==> config.mk <==
export PLATFORM = sky130hd
export DESIGN_NAME = alu_secuencial
export DESIGN_NICKNAME = d
export VERILOG_FILES = /design/src/rtl/alu_secuencial.sv
export SDC_FILE = /design/constraint.sdc
export NUM_CORES = 1
export LEC_CHECK = 0
export CORE_ASPECT_RATIO = 0.5
export CORE_MARGIN = 5
export CORE_UTILIZATION = 54
export CTS_CLUSTER_SIZE = 24
export DETAILED_ROUTE_END_ITERATION = 16
export PLACE_DENSITY = 0.84
export SKIP_LAST_GASP = 1
export SYNTH_ARGS = -nofsm -noshare
export SYNTH_HDL_FRONTEND = slang
export SYNTH_SLANG_ARGS = --single-unit
==> constraint.sdc <==
create_clock -name clk -period 2.45 [get_ports clk]
set_input_delay 0.49 -clock clk [delete_from_list [all_inputs] [get_ports clk]]
set_output_delay 0.49 -clock clk [all_outputs]
set_load 0.01 [all_outputs]
==> src/rtl/alu_secuencial.sv <==
// rtl/alu_secuencial.sv - sequential add/sub/shift-add multiply/restoring divide unit
module alu_secuencial #(
  parameter int WIDTH = 4
) (
  input  logic               clk,
  input  logic               rst,
  input  logic               start,
  input  logic [WIDTH-1:0]   A,
  input  logic [WIDTH-1:0]   B,
  input  logic [1:0]         op,
  output logic [2*WIDTH:0]   resultado,
  output logic               busy,
  output logic               done,
  output logic               err
);

  localparam int RW = 2*WIDTH + 1;
  localparam int PW = 2*WIDTH;
  localparam int CW = $clog2(WIDTH + 1);

  localparam logic [1:0] OP_ADD = 2'b00;
  localparam logic [1:0] OP_SUB = 2'b01;
  localparam logic [1:0] OP_MUL = 2'b10;
  localparam logic [1:0] OP_DIV = 2'b11;

  typedef enum logic [1:0] {
    IDLE   = 2'b00,
    CALC   = 2'b01,
    DONE_S = 2'b10
  } state_t;

  state_t state, state_nxt;

  // Captured operands; later changes on A/B/op are invisible to the running op
  logic [WIDTH-1:0] a_r, b_r;
  logic [1:0]       op_r;
  logic [CW-1:0]    cnt;

  // Multiplier: accumulator, left-shifting multiplicand, right-shifting multiplier
  logic [PW-1:0]    acc, mcand;
  logic [WIDTH-1:0] mplier;

  // Divider: partial remainder and dividend/quotient shift register
  logic [WIDTH-1:0] rem, quo;

  logic [PW-1:0]    acc_nxt;
  logic [WIDTH:0]   shifted;
  logic             fits;
  logic [WIDTH-1:0] rem_nxt, quo_nxt;
  logic             last, div0;
  logic [RW-1:0]    a_ext, b_ext;

  assign a_ext = RW'(a_r);
  assign b_ext = RW'(b_r);
  assign last  = (cnt == CW'(1));
  assign div0  = (op_r == OP_DIV) && (b_r == '0);

  // One iteration of shift-add multiply and restoring divide, evaluated every CALC cycle
  always_comb begin
    acc_nxt = acc + (mplier[0] ? mcand : '0);
    shifted = {rem, quo[WIDTH-1]};
    fits    = (shifted >= {1'b0, b_r});
    rem_nxt = fits ? WIDTH'(shifted - {1'b0, b_r}) : shifted[WIDTH-1:0];
    quo_nxt = {quo[WIDTH-2:0], fits};
  end

  // State register
  always_ff @(posedge clk) begin
    if (rst) state <= IDLE;
    else     state <= state_nxt;
  end

  // Next-state logic and status outputs
  always_comb begin
    state_nxt = state;
    busy      = 1'b0;
    done      = 1'b0;
    case (state)
      IDLE:    if (start) state_nxt = CALC;
      CALC: begin
        busy = 1'b1;
        if (last || div0) state_nxt = DONE_S;
      end
      DONE_S: begin
        done      = 1'b1;
        state_nxt = IDLE;
      end
      default: state_nxt = IDLE;
    endcase
  end

  // Datapath: capture on start, iterate in CALC, publish result on the final iteration
  always_ff @(posedge clk) begin
    if (rst) begin
      a_r       <= '0;
      b_r       <= '0;
      op_r      <= '0;
      cnt       <= '0;
      acc       <= '0;
      mcand     <= '0;
      mplier    <= '0;
      rem       <= '0;
      quo       <= '0;
      resultado <= '0;
      err       <= 1'b0;
    end else begin
      case (state)
        IDLE: begin
          if (start) begin
            a_r    <= A;
            b_r    <= B;
            op_r   <= op;
            cnt    <= op[1] ? CW'(WIDTH) : CW'(1);
            acc    <= '0;
            mcand  <= PW'(A);
            mplier <= B;
            rem    <= '0;
            quo    <= A;
          end
        end
        CALC: begin
          cnt    <= cnt - CW'(1);
          acc    <= acc_nxt;
          mcand  <= mcand << 1;
          mplier <= mplier >> 1;
          rem    <= rem_nxt;
          quo    <= quo_nxt;
          if (div0) begin
            resultado <= '0;
            err       <= 1'b1;
          end else if (last) begin
            err <= 1'b0;
            case (op_r)
              OP_ADD:  resultado <= a_ext + b_ext;
              OP_SUB:  resultado <= a_ext - b_ext;
              OP_MUL:  resultado <= RW'(acc_nxt);
              default: resultado <= RW'(quo_nxt);
            endcase
          end
        end
        default: ;
      endcase
    end
  end

endmodule

==> results of run 1 <==
critical path: stages (launching register included):
cell and delay (ns):
sky130_fd_sc_hd__dfxtp_1 0.57, sky130_fd_sc_hd__nand2b_1 0.13, sky130_fd_sc_hd__inv_1 0.16, sky130_fd_sc_hd__clkdlybuf4s50_1 0.56
worst max-delay path by stage:
stage	start	to	slack, ns	cells after the start
6_report	state[0]	busy	0.23	3
5_1_grt	state[0]	busy	0.09	3
4_1_cts	state[0]	busy	0.23	3
3_5_place_dp	mplier[0]	resultado[4]	0.32	8
3_3_place_gp	mplier[0]	resultado[4]	0.39	8
2_1_floorplan	mplier[0]	resultado[2]	0.44	6
kinds of logic after synthesis:
group | after synthesis | share of synthesized area (%)
xor gates and xnor gates | 11 | 3.354
muxes | 6 | 2.962
and+or+nand+nor | 110 | 17.68
DFF | 53 | 36.93
buffers and inverters | 37 | 5.314
adders and majority gates | 25 | 11.93
AOI/OAI and AO/OA | 94 | 21.82
state kept, by name (all words and copies together), names as in the netlist, 2 cells and up:
signal / flops
rem: 4
op_r: 2
acc: 8
state: 2
quo: 4
a_r: 4
resultado: 9
mcand: 8
b_r: 4
mplier: 4
cnt: 3
report_power, final:
part	switching [mW]	internal (mW)	total (mW)	leakage [nW]
combinational	0.215	0.174	0.389	0.860
clock	0.296	0.307	0.603	0.0554
sequential	0.0493	0.905	0.954	0.432
stage by stage:
stage	power, mW	worst slack, ns	util, %
4_1_cts	1.940	0.2333	65.30
5_1_grt	2.040	0.08918	65.30
2_1_floorplan	1.234	0.4377	-
3_3_place_gp	1.338	0.3856	63.10
6_report	1.946	0.2274	65.30
3_5_place_dp	1.354	0.3174	63.10
final cells by class:
cell class                      count  area (um2)  area share (%)
Clock buffer                        6       72.57           2.203
Clock inverter                      2       38.79           1.177
Inverter                           18       67.56           2.051
Multi-Input combinational cell    246        1659           50.36
Sequential cell                    53        1061           32.21
Tap cell                           70       87.58           2.659
Timing Repair Buffer               33       307.8           9.343
layer usage:
metal	wire length [um]	vias to the layer above	GRT usage, %	part of all wire [%]
met3	569	8	5.594	7.7
met5	0	-	0	0
met4	64	0	6.164	0.87
li1	-	1220	-	-
met1	3582	1163	32.24	49
met2	3157	90	34.09	43
layout by cell type (no fill, tap or decap), types with 5 or more instances in the layout:
cell type                         count
sky130_fd_sc_hd__a21o_1               6
sky130_fd_sc_hd__a21oi_1             38
sky130_fd_sc_hd__a22oi_1             13
sky130_fd_sc_hd__and2_1               8
sky130_fd_sc_hd__buf_4                9
sky130_fd_sc_hd__clkbuf_8             5
sky130_fd_sc_hd__clkdlybuf4s50_1     24
sky130_fd_sc_hd__dfxtp_1             53
sky130_fd_sc_hd__ha_1                21
sky130_fd_sc_hd__inv_1               18
sky130_fd_sc_hd__nand2_1             41
sky130_fd_sc_hd__nand2b_1             5
sky130_fd_sc_hd__nand3_1              7
sky130_fd_sc_hd__nor2_1              31
sky130_fd_sc_hd__nor2b_1              5
sky130_fd_sc_hd__o21ai_0              7
sky130_fd_sc_hd__xnor2_1              7
==> reports/qor.txt, run 1 <==
Synth Warn # - 0
Most frequently used flop master after synthesis - sky130_fd_sc_hd__dfxtp_1
Proportion of synthesized chip area in sequential cells - 36.93%
Most repeated cell in the gate-level netlist after synthesis - sky130_fd_sc_hd__dfxtp_1
Clock tree from TritonCTS - yes
Worst endpoint data arrival time - 1.73 ns
Global-route total usage across every layer - 22.49%
Number of diodes added for antenna fixing - 0
Worst Hold Launch - mplier[3]
Buffers on Ports - 24
Slew at the pin closest to its max-slew limit - 0.5225 ns
Bufs on Longest Clock Path - 2
Fin crit period - 2.223 ns
Number of vias per cell after detailed routing - 5.797
Post-synth ARST share - 0%
Antenna Nets Post-Route - 0
Final Hold Vio Count - 0
DRT iter0 DRCs - 175
Final design area excluding fillers - 0.003294 mm2
Reported max-cap violation count - 0
Clk Latency, worst-skew pair - 0.31 ns
Post-Route Hold Slack - 0.4812 ns
Cells on worst reg2reg path - 8
Root Buffer Master - sky130_fd_sc_hd__clkbuf_8
Static leakage power - 1.347 nW
Pin count of the biggest net entering global routing - 26
Fill cell count - 427
Number of synthesized register bits - 53
Leading cell types by total area after synthesis - sky130_fd_sc_hd__dfxtp_1 37%, sky130_fd_sc_hd__ha_1 9.1%, sky130_fd_sc_hd__a21oi_1 6.6%
Netlist area before placement - 0.002873 mm2
Run status - completed
Number of core rows - 18
Initial core utilization - 56.94%
Worst endpoint required time - 1.96 ns
Net Count, Synth - 374
Chip Height - 61.58 um
DR vias - 2481
Post-Synthesis Mean Instance Area - 8.550 um2
Final routed DRC violation total - 0
Achievable frequency - 449.9 MHz
Setup repair after global routing missed its margin - false
Final setup violating endpoints - 0
Class of the most critical hold timing path - register to register
Reg2reg end - resultado[4]
Relative max-transition margin - 65.04%
Final Slew Violations - 0
Clock slew at reported path FFs - 0.10 ns
P&R area growth vs syn - 14.68%
Clock Sinks - 53
GR Overflow Total - 0
Cell count after placement - 420
R2r setup slk - 0.25 ns
Post-route non-filler standard cell count - 428
Routed len/inst - 17.23 um
Unique masters post-synth - 48
DR pass1 iterations - 5
Post-synthesis cell count - 336
Cell depth of the worst min-delay path - 2
Hold path endpoint - mplier[3]
Via count of the first global-routing pass - 2349
Post-CTS setup-driven buffer insertion count - 0
Post-synth EDFFs - 0
Initial antenna violation count - 0
Peak VDD IR - 0.2859 mV
I/O pin count - 25
Hold buffer count at cts - 0
TritonCTS Buffers - 5
Layout cells sized above 1 - 7.263%
Final Net Count - 395
H-tree level count - 2
Worst Setup End Kind - output port
Maximum fanout along the worst path - 13
Category of the most critical setup path - register to output port
Area of the core - 0.005045 mm2
DIE WIDTH - 113.2 um
Layout Skew - 0.01016 ns
Pwr dens - 590.7 mW/mm2
Standard cell area after detailed placement - 0.003183 mm2
Area share of the largest cell type after synthesis - 36.93%
Wire length of the first global-routing pass - 11.87 mm
Die footprint - 0.006967 mm2
Startpoint of the worst-slack reg-to-reg timing path - mplier[0]
Number of gates resized after CTS - 0
Final weighted congestion of routability-driven global placement - 0.9182
Most instantiated cells after synthesis - 53 x sky130_fd_sc_hd__dfxtp_1, 41 x sky130_fd_sc_hd__nand2_1, 38 x sky130_fd_sc_hd__a21oi_1
Type of element launching the critical path - register
Detailed placement HPWL - 5.801 mm
Period Utilization, post-route - 90.72%
Cell type with the highest aggregate area in the netlist - sky130_fd_sc_hd__dfxtp_1
Post-route setup TNS - 0 ns
Routed wire length - 7.374 mm
No activity file was read; power rests on OpenSTA's default activity.
==> run 2: changes to the inputs <==
Settings changed: CORE_MARGIN 5 to not set.
==> run 2 against run 1 <==
Net effect:
- clock skew about the same
- register-to-register slack lost 0.06 ns
- global-route usage up 5.3 points
- maximum frequency is 1.5% lower
- largest power group unchanged
==> reports/qor.txt, run 2 (same netlist as run 1, synthesis figures left out) <==
Run status - completed
Number of gates resized after CTS - 0 (unchanged)
Final Hold Vio Count - 0 (unchanged)
R2r setup slk - 0.19 ns (-0.06 ns)
Bufs on Longest Clock Path - 2 (unchanged)
Hold path endpoint - resultado[3]
Area of the core - 0.005022 mm2 (-0.45%)
Initial core utilization - 57.20% (+0.26 points)
Flop pwr share - 48.1% (-0.9 points)
Root Buffer Master - sky130_fd_sc_hd__clkbuf_8
Number of core rows - 18 (unchanged)
P&R area growth vs syn - 14.85%
Achievable frequency - 443.4 MHz (-1.5%)
I/O pin count - 25 (unchanged)
Chip Height - 53.58 um (-13%)
Initial antenna violation count - 0 (unchanged)
Fin crit period - 2.255 ns (+0.03275 ns)
Relative max-transition margin - 62.95% (-2.1 points)
Antenna Nets Post-Route - 0 (unchanged)
Worst Setup End Kind - register
Pin count of the biggest net entering global routing - 37 (+42%)
DIE WIDTH - 105.2 um (-7.1%)
Library cell contributing the largest single delay on the critical path - sky130_fd_sc_hd__dfxtp_1
Period Utilization, post-route - 92.06% (+1.3 points)
Most frequent cells in the layout - 53 x sky130_fd_sc_hd__dfxtp_1, 41 x sky130_fd_sc_hd__nand2_1, 38 x sky130_fd_sc_hd__a21oi_1
Reported max-cap violation count - 0 (unchanged)
Layout Skew - 0.01014 ns (-0.00002280 ns)
H-tree level count - 2 (unchanged)
Registers with the highest flip-flop counts - resultado x9, acc x8, mcand x8
CP Cell Sequence - and2_1, ha_1, fa_1, a21oi_1, o21bai_1, xnor2_1, a221o_1, a21oi_1
Final Slew Violations - 0 (unchanged)
Static leakage power - 1.351 nW (+0.30%)
Final Net Count - 395 (unchanged)
DR vias - 2508 (+1.1%)
Power spent charging and discharging nets - 589.3 uW (+5.3%)
Setup repair after global routing missed its margin - false
TritonCTS Buffers - 5 (unchanged)
Multi-input combinational cell area - 0.001659 mm2 (unchanged)
Internal power summed over all cells - 1.392 mW (+0.43%)
Peak VDD IR - 0.3464 mV (+21%)
Slew at the pin closest to its max-slew limit - 0.5550 ns (+0.03256 ns)
Category of the most critical setup path - register to register
Cell count after placement - 420 (unchanged)
Register cell area after layout - 0.001061 mm2 (unchanged)
Routed len/inst - 17.20 um (-0.16%)
Layout cells sized above 1 - 7.542% (+0.28 points)
Maximum fanout along the worst path - 9 (-4)
Final routed DRC violation total - 0 (unchanged)
Setup slack at placement - 0.2683 ns (-0.04909 ns)
Post-Route Hold Slack - 0.4732 ns (-0.007979 ns)
Wire length of the first global-routing pass - 11.66 mm (-1.8%)
Delay of the slowest cell on the worst path - 0.40 ns (-0.17 ns)
Buffers on Ports - 24 (unchanged)
Detailed placement HPWL - 5.649 mm (-2.6%)
Number of vias per cell after detailed routing - 5.860 (+1.1%)
Final weighted congestion of routability-driven global placement - 0.8638 (-5.9%)
Clock slew at reported path FFs - 0.11 ns (about the same)
Most flop-heavy register - resultado
Class of the most critical hold timing path - register to register
Fill cell count - 413 (-3.3%)
Clock Sinks - 53 (unchanged)
Worst Hold Launch - resultado[3]
Cells on worst reg2reg path - 8 (unchanged)
Clk Latency, worst-skew pair - 0.32 ns (about the same)
Via count of the first global-routing pass - 2286 (-2.7%)
Clock share of power - 31.9% (+0.9 points)
Overall Power - 1.981 mW (+1.8%)
Final setup violating endpoints - 0 (unchanged)
DR pass1 iterations - 5 (unchanged)
Routed wire length - 7.362 mm (-0.16%)
Clock tree from TritonCTS - yes
Most common library cell in the layout ignoring fill and taps - sky130_fd_sc_hd__dfxtp_1
Global-route total usage across every layer - 27.77% (+5.3 points)
Most Frequent Cell on Critical Path - sky130_fd_sc_hd__a21oi_1
Post-CTS setup-driven buffer insertion count - 0 (unchanged)
Slack of the critical path - 0.1946 ns (-0.03275 ns)
GR Overflow Total - 0 (unchanged)
Type of element launching the critical path - register
Standard cell area after detailed placement - 0.003183 mm2 (unchanged)
Hold buffer count at cts - 0 (unchanged)
Flip-flop count of the largest register after layout - 9 (unchanged)
Pwr dens - 600.6 mW/mm2 (+1.7%)
Startpoint of the worst-slack reg-to-reg timing path - mplier[0]
DRT iter0 DRCs - 176 (+0.57%)
Post-route non-filler standard cell count - 428 (unchanged)
Reg2reg end - resultado[4]
Proportion of power drawn by combinational gates - 20.1% (about the same)
Die footprint - 0.005633 mm2 (-19%)
Worst endpoint data arrival time - 2.50 ns (+0.77 ns)
Number of diodes added for antenna fixing - 0 (unchanged)
Post-route setup TNS - 0 ns (unchanged)
Cell depth of the worst min-delay path - 2 (unchanged)
Core occupancy in the finished layout - 65.70% (+0.39 points)
Worst endpoint required time - 2.69 ns (+0.73 ns)
Final design area excluding fillers - 0.003299 mm2 (+0.15%)
Net switching share of the total power - 29.74% (+0.98 points)
[run 2: changes by cell type in the layout (fill, tap and decap cells not counted), sizes merged]
cell,change
inv,+2
clkbuf,-1
clkinv,-1
[run 2: critical path: cells and delay by family, from the launching register on]
family / cells / cell delay [ns]
compound gates: 4 / 0.85
fa+ha+maj: 2 / 0.60
flops: 1 / 0.40
simple gates: 1 / 0.17
xor+xnor: 1 / 0.15
[run 2: worst max-delay path by stage]
stage / start / end / cells past startpoint
floorplan: mplier[0] / resultado[2] / 6
global placement: mplier[0] / resultado[4] / 8
detailed placement: mplier[0] / resultado[4] / 8
CTS: mplier[0] / resultado[4] / 8
global route: mplier[0] / resultado[4] / 8
finish: mplier[0] / resultado[4] / 8
[run 2: area by class of cell]
cell class                      instances  share of cell area [%]
Clock buffer                            5                   2.086
Clock inverter                          3                   1.441
Inverter                               18                   2.048
Multi-Input combinational cell        246                   50.28
Sequential cell                        53                   32.16
Tap cell                               70                   2.655
Timing Repair Buffer                   33                   9.329
[run 2: layer usage]
metal	up-vias	GRT usage, %	part of all wire, %
met2	96	44.37	42
li1	1210	-	-
met3	6	4.722	9.7
met1	1194	39.79	47
met4	2	4.930	0.54
met5	-	6.250	0.61
[run 2: power groups by stage]
| stage | registers [mW] | logic [mW] | clock network [mW] |
|---|---|---|---|
| 2_1_floorplan | 0.953 | 0.281 | 0 |
| 3_3_place_gp | 0.965 | 0.377 | 0 |
| 3_5_place_dp | 0.970 | 0.390 | 0 |
| 4_1_cts | 0.950 | 0.393 | 0.637 |
| 5_1_grt | 0.958 | 0.436 | 0.674 |
| 6_report | 0.952 | 0.398 | 0.632 |
